===== src/rtl/quadrature_gen_if.sv =====
// Command/status bundle for the quadrature edge generator.
// The master drives commands and abort; the slave (the generator) returns
// handshake status, the two quadrature phases and the running position.
interface quadrature_gen_if #(
   parameter int CNT_W    = 16,
   parameter int PERIOD_W = 24
);
   logic                cmd_valid;
   logic                cmd_ready;
   logic                cmd_dir;
   logic [CNT_W-1:0]    cmd_count;
   logic [PERIOD_W-1:0] cmd_period;
   logic                abort;
   logic                a;
   logic                b;
   logic                busy;
   logic                done;
   logic [CNT_W-1:0]    position;

   modport master (
      output cmd_valid, cmd_dir, cmd_count, cmd_period, abort,
      input  cmd_ready, a, b, busy, done, position
   );

   modport slave (
      input  cmd_valid, cmd_dir, cmd_count, cmd_period, abort,
      output cmd_ready, a, b, busy, done, position
   );
endinterface


===== src/rtl/quadrature_gen.sv =====
// Quadrature edge generator (encoder emulator).
// A command asks for N edges in one direction with P clocks between edges.
// Edge k of a command accepted in cycle T becomes visible in cycle T+k*P, so
// the edge register is updated one cycle ahead of that; with P=1 the first
// edge is therefore produced on the very clock that accepts the command.
// The phase is never restored, so consecutive commands continue seamlessly.
module quadrature_gen #(
   parameter int CNT_W    = 16,
   parameter int PERIOD_W = 24
) (
   input logic              clk,
   input logic              reset,
   quadrature_gen_if.slave  bus
);

   typedef enum logic [1:0] {IDLE, RUN, FINISH} state_t;

   state_t              state_q, state_d;
   logic                dir_q, dir_d;
   logic [PERIOD_W-1:0] per_q, per_d;
   logic [PERIOD_W-1:0] tmr_q, tmr_d;      // cycles until the next visible edge
   logic [CNT_W-1:0]    rem_q, rem_d;      // edges still to emit
   logic                a_q, a_d;
   logic                b_q, b_d;
   logic [CNT_W-1:0]    pos_q, pos_d;
   logic [PERIOD_W-1:0] per_eff;
   logic                fire;
   logic                edge_dir;

   // A zero period is treated as one clock per edge
   assign per_eff = (bus.cmd_period == '0) ? PERIOD_W'(1) : bus.cmd_period;

   // Next-state, edge scheduling and phase stepping
   always_comb begin
      state_d  = state_q;
      dir_d    = dir_q;
      per_d    = per_q;
      tmr_d    = tmr_q;
      rem_d    = rem_q;
      a_d      = a_q;
      b_d      = b_q;
      pos_d    = pos_q;
      fire     = 1'b0;
      edge_dir = dir_q;
      case (state_q)
         IDLE: begin
            if (bus.cmd_valid) begin
               dir_d = bus.cmd_dir;
               per_d = per_eff;
               rem_d = bus.cmd_count;
               if (bus.cmd_count == '0) begin
                  state_d = FINISH;
               end else if (per_eff == PERIOD_W'(1)) begin
                  // first edge is due in the very next cycle
                  fire     = 1'b1;
                  edge_dir = bus.cmd_dir;
                  rem_d    = bus.cmd_count - CNT_W'(1);
                  tmr_d    = PERIOD_W'(1);
                  state_d  = (bus.cmd_count == CNT_W'(1)) ? FINISH : RUN;
               end else begin
                  tmr_d   = per_eff - PERIOD_W'(1);
                  state_d = RUN;
               end
            end
         end
         RUN: begin
            if (bus.abort) begin
               // an edge already visible this cycle has counted; no more follow
               state_d = FINISH;
            end else if (tmr_q == PERIOD_W'(1)) begin
               fire    = 1'b1;
               rem_d   = rem_q - CNT_W'(1);
               tmr_d   = per_q;
               state_d = (rem_q == CNT_W'(1)) ? FINISH : RUN;
            end else begin
               tmr_d = tmr_q - PERIOD_W'(1);
            end
         end
         FINISH: begin
            state_d = IDLE;
         end
         default: begin
            state_d = IDLE;
         end
      endcase
      // Gray stepping: up toggles a when a==b else b; down the mirror image
      if (fire) begin
         if (edge_dir) begin
            if (a_q == b_q) a_d = ~a_q;
            else            b_d = ~b_q;
            pos_d = pos_q + CNT_W'(1);
         end else begin
            if (a_q == b_q) b_d = ~b_q;
            else            a_d = ~a_q;
            pos_d = pos_q - CNT_W'(1);
         end
      end
   end

   // State and datapath registers, cleared asynchronously
   always_ff @(posedge clk or posedge reset) begin
      if (reset) begin
         state_q <= IDLE;
         dir_q   <= 1'b0;
         per_q   <= PERIOD_W'(1);
         tmr_q   <= '0;
         rem_q   <= '0;
         a_q     <= 1'b0;
         b_q     <= 1'b0;
         pos_q   <= '0;
      end else begin
         state_q <= state_d;
         dir_q   <= dir_d;
         per_q   <= per_d;
         tmr_q   <= tmr_d;
         rem_q   <= rem_d;
         a_q     <= a_d;
         b_q     <= b_d;
         pos_q   <= pos_d;
      end
   end

   assign bus.cmd_ready = (state_q == IDLE);
   assign bus.busy      = (state_q != IDLE);
   assign bus.done      = (state_q == FINISH);
   assign bus.a         = a_q;
   assign bus.b         = b_q;
   assign bus.position  = pos_q;

endmodule


===== src/flat_wrapper.sv =====
// flat-port wrapper written by rule: the top's interface ports become plain ports
module quadrature_gen_flat 
#(
   parameter int CNT_W    = 16,
   parameter int PERIOD_W = 24
)
  (clk, reset, bus_cmd_valid, bus_cmd_dir, bus_cmd_count, bus_cmd_period, bus_abort, bus_cmd_ready, bus_a, bus_b, bus_busy, bus_done, bus_position);
  quadrature_gen_if #(.CNT_W(CNT_W), .PERIOD_W(PERIOD_W)) bus_i ();
  input logic clk;
  input logic reset;
  input wire logic [$bits(bus_i.cmd_valid)-1:0] bus_cmd_valid;
  input wire logic [$bits(bus_i.cmd_dir)-1:0] bus_cmd_dir;
  input wire logic [$bits(bus_i.cmd_count)-1:0] bus_cmd_count;
  input wire logic [$bits(bus_i.cmd_period)-1:0] bus_cmd_period;
  input wire logic [$bits(bus_i.abort)-1:0] bus_abort;
  output wire logic [$bits(bus_i.cmd_ready)-1:0] bus_cmd_ready;
  output wire logic [$bits(bus_i.a)-1:0] bus_a;
  output wire logic [$bits(bus_i.b)-1:0] bus_b;
  output wire logic [$bits(bus_i.busy)-1:0] bus_busy;
  output wire logic [$bits(bus_i.done)-1:0] bus_done;
  output wire logic [$bits(bus_i.position)-1:0] bus_position;
  assign bus_i.cmd_valid = bus_cmd_valid;
  assign bus_i.cmd_dir = bus_cmd_dir;
  assign bus_i.cmd_count = bus_cmd_count;
  assign bus_i.cmd_period = bus_cmd_period;
  assign bus_i.abort = bus_abort;
  assign bus_cmd_ready = bus_i.cmd_ready;
  assign bus_a = bus_i.a;
  assign bus_b = bus_i.b;
  assign bus_busy = bus_i.busy;
  assign bus_done = bus_i.done;
  assign bus_position = bus_i.position;
  quadrature_gen #(.CNT_W(CNT_W), .PERIOD_W(PERIOD_W)) u_core (.clk(clk), .reset(reset), .bus(bus_i));
endmodule

===== config.mk =====
export PLATFORM = sky130hd
export DESIGN_NAME = quadrature_gen_flat
export DESIGN_NICKNAME = d
export VERILOG_FILES = /design/src/rtl/quadrature_gen_if.sv /design/src/rtl/quadrature_gen.sv /design/src/flat_wrapper.sv
export SDC_FILE = /design/constraint.sdc
export NUM_CORES = 1
export LEC_CHECK = 0
export CAP_MARGIN = 30
export CORE_UTILIZATION = 29
export DETAILED_ROUTE_END_ITERATION = 12
export HOLD_SLACK_MARGIN = 0.1
export SKIP_CTS_REPAIR_TIMING = 1
export SLEW_MARGIN = 0
export SYNTH_ARGS = -nofsm -noshare
export SYNTH_HDL_FRONTEND = slang
export SYNTH_SLANG_ARGS = --single-unit

===== constraint.sdc =====
create_clock -name clk -period 5.5 [get_ports clk]
set_clock_uncertainty 0.15 [all_clocks]
set_input_delay 1.1 -clock clk [delete_from_list [all_inputs] [get_ports clk]]
set_output_delay 1.1 -clock clk [all_outputs]
set_load 0.02 [all_outputs]

* Yosys cells after proc, flatten, opt, wreduce, memory -nomap -nowiden
Index checks and enable logic that the tools add are counted.
** Storage, ports and cells
- Output and inout port bits :: 21
- Register bits after elaboration :: 85
** Operators by class
- Bitwise gates (word level) :: 2
- Multiplexer cells :: 38
- Reductions and logical operators :: 12
- Eq/ne operators :: 15
- $add $sub $neg :: 6
** Operator list (count)
- two-way mux 24 bit :: 6
- two-way mux 16 bit :: 6
- == test 24 x 1 -> 1 bit (second input constant) :: 2
- one-hot mux 24 bit (2 select lines) :: 1
- subtractor 16 x 1 -> 16 bit (second input constant) :: 3
- subtractor 24 x 1 -> 24 bit (second input constant) :: 2
- == test 16 x 1 -> 1 bit (second input constant) :: 2
- one-hot mux 16 bit (2 select lines) :: 1
- logical NOT 24 bit :: 1
- adder 16 x 1 -> 16 bit (second input constant) :: 1
- logical NOT 16 bit :: 1
- two-way mux 1 bit :: 15
- two-way mux 2 bit :: 7
- inequality test 2 bit (second input constant) :: 5
- AND reduction 4 bit :: 2
- AND reduction 3 bit :: 2
- nonzero test 2 bit :: 3
- inequality test 2 x 1 -> 1 bit (second input constant) :: 2
- one-hot mux 2 bit (2 select lines) :: 1
- AND reduction 2 bit :: 2
- inequality test 3 x 2 -> 1 bit (second input constant) :: 1
- == test 2 x 1 -> 1 bit (second input constant) :: 1
- == test 2 bit (second input constant) :: 1
- logical NOT 2 bit :: 1
- 3 further kinds :: 4

* Longest topological paths before layout
Gate-level depths: netlist of the first run.
- Depth after elaboration :: 9
- Gate-level depth with buffers :: 19
- Mapped depth without buffers :: 17

* Worst setup path after synthesis of the first run
No wires, ideal clock.
- Path kind :: input port to flip-flop
- From :: input bus_cmd_period[11]
- To :: register u_core.pos_q[14] (netlist: u_core.bus.position[14])
- Buffers on the path :: 2
- Cell stages on the path :: 19
- Arrival time :: 5.518 ns
- Library setup time :: 0.130 ns
- Slack :: -0.298 ns
- Path through :: or4_4 > or4_1 > buf_2 > nor3_1 > a21oi_1 > inv_1 > ha_1 > nor2b_1 > nand4_1 > a2111oi_4 > mux2i_1 > buf_2 > xor2_1 > ha_1 > or3_1 > nor2_1 > and4b_1 > o21ai_1 > xnor2_1
** Between the ends
- Cells in the longest elaborated chain, start to end :: 8
- Elaborated cells on any way between the ends :: 12
** RTL lines
- start: declaration :: line flat_wrapper.sv:14 : input wire logic [$bits(bus_i.cmd_period)-1:0] bus_cmd_period;
- logical NOT 24 bit (*) :: line quadrature_gen.sv:31 : assign per_eff = (bus.cmd_period == '0) ? PERIOD_W'(1) : bus.cmd_period;
- two-way mux 24 bit (*) :: line quadrature_gen.sv:31
- named net u_core.per_eff[0] :: line quadrature_gen.sv:26 : logic [PERIOD_W-1:0] per_eff;
- == test 24 x 1 -> 1 bit (*) :: line quadrature_gen.sv:53 : end else if (per_eff == PERIOD_W'(1)) begin
- two-way mux 1 bit :: line quadrature_gen.sv:53
- two-way mux 1 bit :: line quadrature_gen.sv:51 : if (bus.cmd_count == '0) begin
- two-way mux 1 bit :: line quadrature_gen.sv:47 : if (bus.cmd_valid) begin
- two-way mux 1 bit :: line quadrature_gen.sv:45 : case (state_q)
- two-way mux 16 bit :: line quadrature_gen.sv:88 : if (edge_dir) begin
- end signal: assignment :: line quadrature_gen.sv:119 : pos_q <= pos_d;
- end: declaration :: line quadrature_gen.sv:25 : logic [CNT_W-1:0] pos_q, pos_d;
The timed path passes the listed nets; every way through them passes the cells marked *.
A chain may end at the register's enable or synchronous reset.

* Worst setup path in the final report of the first run
- From :: input bus_cmd_period[17]
- To :: register u_core.pos_q[14] (netlist: u_core.bus.position[14])
Same word-level chain as after synthesis.

==> results_dict.tcl, run 1 <==
set metrics [dict create \
    outcome "complete, but fails checks" \
    violations "design-rule violations" \
    placementRows 51 \
    netlist_instances 723 \
    areaGrowthSynthToFinish_pct 26.2 \
    ys_top_cells_by_area "dfrtp_1, nand2_1, nor2_1" \
    synth_fp_nets 777 \
    core_area_um2 19500 \
    switching_share_pct 40.0 \
    totalWireLength_mm 16.5 \
    post_synth_num_cell_types 58 \
    syn_area_um2 5760 \
    globalRouteOverflowTotal 0 \
    synth_top_area_share_pct 36.5 \
    p_leak_nw 2.81 \
    synth-edff-count 0 \
    min_from "u_core.per_q[22]" \
    die_area_um2 20400 \
    synth_top_cell_by_area "dfrtp_1" \
    ant_nets 0 \
    hpwl_mm 11.8 \
    setup.worst_path.start_class "primary input" \
    synth_seq_cells 85 \
    ir_worst_vdd_uv 183 \
    intPower_w 0.00175 \
    cts.htree.levels 3 \
    p_comb_share_pct 39.5 \
    crit_type "in -> reg" \
    ys.flop_type "dfrtp_1" \
    cts_buffer_depth 2 \
    p_switching_w 0.00116 \
    p_seq_share_pct 37.6 \
    setup-tns-final_ns 0 \
    die_h_um 143 \
    slew_violations 0 \
    crit_required_ns 5.59 \
    vias 5511 \
    ff2ff_setup_slack_ns 1.98 \
    via_per_inst 5.16 \
    fin_nets 851 \
    fillers 1964 \
    clkTransAtPathRegs_ns 0.07 \
    die_w_um 143 \
    end_kind "flip-flop" \
    layout_min_cycle_time_ns 5.28 \
    final_cells 1068 \
    min_period_over_period_pct 95.9 \
    hold_depth 2 \
    grtUsageTotal_pct 16.9 \
    worst_pin_slew_ns 1.03 \
    fin_util_pct 37.3 \
    tritoncts "yes" \
    r2r_start "u_core.tmr_q[16]" \
    start_util_pct 29.6 \
    grt_max_degree 51 \
    drive_above_1_share_pct 9.48 \
    reg2reg_depth 7 \
    min_to "u_core.per_q[22]" \
    crit_arrival_ns 5.37 \
    place.port_buffers 65 \
    avgSynthCellArea_um2 7.96 \
    place_inst 1050 \
    io_pins 66 \
    power_density_nw_per_um2 401 \
    antenna_found_initial 1 \
    cts_inserted_buffers 9 \
    grt_pass1_wl_mm 27.0 \
    ys_seq_area_share_pct 37.0 \
    stdcell_area_um2 7260 \
    place_congestion 0.847 \
    slew_headroom_pct 30.6 \
    rsz0062_at_grt "false" \
    cts.sinks 85 \
    clock_latency_ns 0.35 \
    holdCritPathClass "reg -> reg" \
    r2r_end "u_core.bus.position[9]" \
    cap_violations 0 \
    cp_max_fo 4 \
    post_drt_wl_per_cell_um 15.4 \
    root_buffer "clkbuf_16" \
    max_freq_ghz 0.190 \
    drt_iter0_drc 383 \
    yosysWarningCount 0 \
    grt_pass1_vias 5163 \
    setup_viol 0 \
    synthArstFlopShare_pct 100 \
    pwr-share-clk_pct 22.9 \
    drt_pass1_iterations 9 \
    drc 4 \
    placed_area_um2 6930 \
    finalHoldViolCount 0 \
]
-- sequential cells by signal, indices dropped and copies added (netlist names) --
name / count
u_core.rem_q: 16
u_core.dir_q: 1
u_core.bus.position: 16
u_core.per_q: 24
u_core.state_q: 2
u_core.bus.b: 1
u_core.tmr_q: 24
u_core.bus.a: 1
-- per-layer routing --
metal	up-vias	GRT usage (%)	wire length (um)
li1	2739	-	-
met5	-	0	0
met2	121	27.0	7500
met3	19	3.42	751
met1	2632	22.4	7900
met4	0	6.23	313
-- cell families after synthesis --
| logic type | Yosys count | share of synthesized area [%] |
|---|---|---|
| AND/OR/NAND/NOR | 332 | 27.8 |
| adder cells (fa/ha/maj) | 9 | 1.96 |
| XOR/XNOR | 60 | 9.13 |
| flip-flops | 85 | 37.0 |
| multiplexers | 6 | 1.09 |
| buffers and inverters | 57 | 3.91 |
| AO/OA/AOI/OAI | 174 | 19.1 |
-- Yosys cell counts, types with 3 or more instances --
library cell / number
a211oi_1: 8
a21oi_1: 61
a31oi_1: 11
and2_1: 3
and3_1: 7
buf_2: 3
clkbuf_1: 37
dfrtp_1: 84
ha_1: 9
inv_1: 16
mux2i_1: 4
nand2_1: 107
nand2b_1: 7
nand3_1: 13
nand4_1: 9
nand4b_1: 4
nor2_1: 86
nor2b_1: 5
nor3_1: 29
nor4_1: 21
o21a_1: 4
o21ai_0: 32
o21ai_1: 10
o21bai_1: 3
o221ai_1: 9
o22a_1: 6
o22ai_1: 4
o31ai_1: 4
o41ai_1: 3
or2_2: 4
or3_1: 14
or4_1: 10
xnor2_1: 36
xor2_1: 24
-- how the worst max path moves through the flow --
stage / startpoint / end / cells past startpoint
after floorplan: bus_cmd_period[17] / u_core.bus.position[14] / 19
after detailed placement: bus_cmd_period[17] / u_core.bus.position[14] / 18
after global routing: bus_cmd_period[17] / u_core.bus.position[14] / 18
final: bus_cmd_period[17] / u_core.bus.position[14] / 18
after global placement: bus_cmd_period[17] / u_core.bus.position[14] / 18
after CTS: bus_cmd_period[17] / u_core.bus.position[14] / 18
-- placed cells by master (no fill, tap or decap), drive strengths merged, types with 11 or more instances in the layout --
| cell type | netlist | routed |
|---|---|---|
| buf | 4 | 39 |
| nor2 | 86 | 86 |
| nor3 | 29 | 29 |
| nor4 | 21 | 21 |
| or4 | 11 | 11 |
| clkbuf | 37 | 12 |
| xnor2 | 36 | 36 |
| nand2 | 107 | 107 |
| or3 | 14 | 14 |
| o21ai | 42 | 42 |
| dfrtp | 84 | 84 |
| a21oi | 61 | 61 |
| a31oi | 11 | 11 |
| xor2 | 24 | 24 |
| inv | 16 | 15 |
| nand3 | 13 | 13 |
| clkdlybuf4s50 | 0 | 65 |
-- worst max-delay path, stage by stage --
cell             delay (ns)
clkdlybuf4s50_1        0.42
or4_4                  0.55
or4_4                  0.53
nor3_4                 0.19
a21oi_2                0.08
inv_1                  0.08
ha_1                   0.12
nor2b_1                0.12
nand4_1                0.21
a2111oi_4              0.37
mux2i_2                0.32
xor2_1                 0.12
ha_2                   0.19
or3_4                  0.38
nor2_4                 0.15
and4b_1                0.21
o21ai_1                0.09
xnor2_1                0.14
-- through the flow --
step	total power [W]	hold WS, ns	setup WS [ns]
2_1_floorplan	0.00187	0.290	0.0186
3_3_place_gp	0.00222	0.306	-0.0200
3_5_place_dp	0.00225	0.308	-0.114
4_1_cts	0.00293	0.323	0.213
5_1_grt	0.00314	0.343	0.0177
6_report	0.00291	0.320	0.224
-- layout make-up --
type | instances | area [um^2] | area share (%)
multi-input cells | 581 | 3460 | 47.7
flip-flops and latches | 85 | 2130 | 29.3
repair buffers | 104 | 958 | 13.2
well taps | 265 | 332 | 4.56
clock buffers | 12 | 246 | 3.39
clock inverters | 4 | 72.6 | 0.999
inverters | 16 | 61.3 | 0.844
diodes | 1 | 2.50 | 0.0344
-- power groups by stage --
| stage | Sequential, W | Clock, W | Combinational, W |
|---|---|---|---|
| after global routing | 0.00113 | 0.000711 | 0.00130 |
| after detailed placement | 0.00110 | 0 | 0.00116 |
| final | 0.00109 | 0.000667 | 0.00115 |
| after CTS | 0.00109 | 0.000682 | 0.00116 |
| after floorplan | 0.00104 | 0 | 0.000838 |
| after global placement | 0.00110 | 0 | 0.00113 |
Power figures use the tool's default switching activity.
==> inputs of run 2 (changes only) <==
Settings changed: CORE_UTILIZATION 29 to 57, PLACE_DENSITY set to 0.81.
==> run 2 against run 1 <==
Effect of this change: the run now ends clean; register-to-register slack got worse by 0.28 ns; setup slack better by 0.059 ns; non-clock buffer count fell by 10; core utilization up 33 points; power is 8.5% lower; first-iteration DRC count increased by 23%; global-route usage is 14 points higher; maximum frequency increased by 1.1%; routed wire length decreased by 6.0%; via count increased by 4.3%; largest cell class unchanged; highest routed layer unchanged.
==> results_dict.tcl, run 2 (synthesis gave the netlist of run 1 again) <==
set metrics [dict create \
    place_congestion 0.907 \
    layout_min_cycle_time_ns 5.22 \
    antenna_cells 0 \
    outcome "complete, no violations" \
    drt_iter0_drc 470 \
    grtUsageTotal_pct 31.2 \
    cts.htree.levels 3 \
    clkTransAtPathRegs_ns 0.09 \
    tritoncts "yes" \
    vias 5750 \
    holdCritPathClass "reg -> reg" \
    die_w_um 103 \
    slew_headroom_pct 32.9 \
    core_area_um2 9770 \
    grt_pass1_wl_mm 25.4 \
    mostFrequentLayoutCells "nand2_1, nor2_1, dfrtp_1, clkdlybuf4s50_1, a21oi_1" \
    setup_viol 0 \
    drive_above_1_share_pct 8.33 \
    holdWs_ns 0.331 \
    crit_arrival_ns 5.32 \
    worst-path-buf-inv 2 \
    cpMostUsedCell "or4_4" \
    post_drt_wl_per_cell_um 16.7 \
    finalHoldViolCount 0 \
    cts_buffer_depth 2 \
    hpwl_mm 11.0 \
    cts_inserted_buffers 9 \
    crit_chain "clkdlybuf4s50_1, or4_4, or4_4, nor3_4, a21oi_2, inv_1, ha_1, nor2b_1, nand4_1, a2111oi_4, mux2i_2, xor2_1, ha_2, or3_4, nor2_4, and4b_1, o21ai_1, xnor2_1" \
    worst_pin_slew_ns 1.01 \
    root_buffer "clkbuf_8" \
    drc 0 \
    final_common_cell "nand2_1" \
    ant_nets 0 \
    globalRouteOverflowTotal 0 \
    io_pins 66 \
    placementRows 36 \
    place.port_buffers 65 \
    fin_ws_ns 0.283 \
    die_h_um 103 \
    grt_pass1_vias 5378 \
    grt_max_degree 44 \
    pre_cts_ws_ns -0.0341 \
    wl_met1_mm 6.77 \
    p_leak_nw 2.70 \
    slew_violations 0 \
    max_stage_delay_ns 0.57 \
    fin_nets 841 \
    rsz0062_at_grt "false" \
    end_kind "flip-flop" \
    die_area_um2 10500 \
    cap_violations 0 \
    cpMaxStageDelayCell "or4_4" \
    setup.worst_path.start_class "primary input" \
    power_density_nw_per_um2 388 \
    via_per_inst 6.22 \
    fillers 820 \
    cp_max_fo 4 \
    top_regs "u_core.per_q (24), u_core.tmr_q (24)" \
    clock_latency_ns 0.37 \
    ir_worst_vdd_uv 361 \
    crit_type "in -> reg" \
    min_period_over_period_pct 94.9 \
    drt_pass1_iterations 5 \
    wl_met2_mm 7.38 \
    crit_required_ns 5.60 \
    areaGrowthSynthToFinish_pct 19.3 \
    antenna_found_initial 0 \
    cts.sinks 85 \
    total_power_w 0.00266 \
    routed-wl-met3_um 916 \
    start_util_pct 58.9 \
    ff2ff_setup_slack_ns 1.70 \
    max_freq_ghz 0.192 \
    totalWireLength_mm 15.5 \
    crit_family "simple AND/OR/NAND/NOR gates" \
    fin_util_pct 70.3 \
    highest_layer "met4" \
]
run 2: cell types whose count changed in the layout (fill, tap and decap cells not counted), sizes merged:
cell / delta
clkinvlp: +1
bufinv: -2
diode: -1
clkinv: +3
buf: -10
clkbuf: -2
run 2: final cells by class:
| class | instances | area [um^2] | area share (%) |
|---|---|---|---|
| sequential | 85 | 2130 | 31.0 |
| tap | 133 | 166 | 2.42 |
| timing repair buffer | 94 | 881 | 12.8 |
| clock inverter | 6 | 38.8 | 0.565 |
| inverter | 16 | 61.3 | 0.892 |
| clock buffer | 10 | 138 | 2.00 |
| multi-input combinational | 581 | 3460 | 50.3 |
run 2: final timing paths:
path / depth (start not counted) / from / end
max in group asynchronous: 4 / reset / u_core.per_q[21]
min: 1 / u_core.bus.position[15] / u_core.bus.position[15]
min reg2reg: 1 / u_core.bus.position[15] / u_core.bus.position[15]
max reg2reg: 8 / u_core.tmr_q[4] / u_core.bus.position[10]
max: 18 / bus_cmd_period[17] / u_core.bus.position[14]
min in group asynchronous: 2 / reset / u_core.per_q[7]
run 2: layer usage:
metal	track usage, %	up-vias
met3	4.20	39
met4	14.0	0
met5	0	-
met2	50.4	215
met1	41.9	2791
li1	-	2705
run 2: worst register-to-register path, delay by kind of cell, from the launching register on:
| kind | cells | cell delay [ns] |
|---|---|---|
| AOI/OAI and AO/OA | 1 | 0.23 |
| xor gates and xnor gates | 1 | 0.18 |
| buffers and inverters | 1 | 0.25 |
| DFF | 1 | 0.45 |
| and+or+nand+nor | 5 | 2.46 |
run 2: where the power goes:
group,internal (W),switching [W]
clock,0.000175,0.000242
combinational,0.000472,0.000681
sequential,0.000857,0.000236
total,0.00150,0.00116
run 2: stage by stage:
| stage | setup TNS, ns | cells | cell area [um^2] |
|---|---|---|---|
| floorplan | 0 | 723 | 5810 |
| global placement | 0 | 907 | 6670 |
| detailed placement | -0.0418 | 908 | 6690 |
| CTS | 0 | 924 | 6860 |
| global route | 0 | 925 | 6870 |
| finish | 0 | 925 | 6870 |
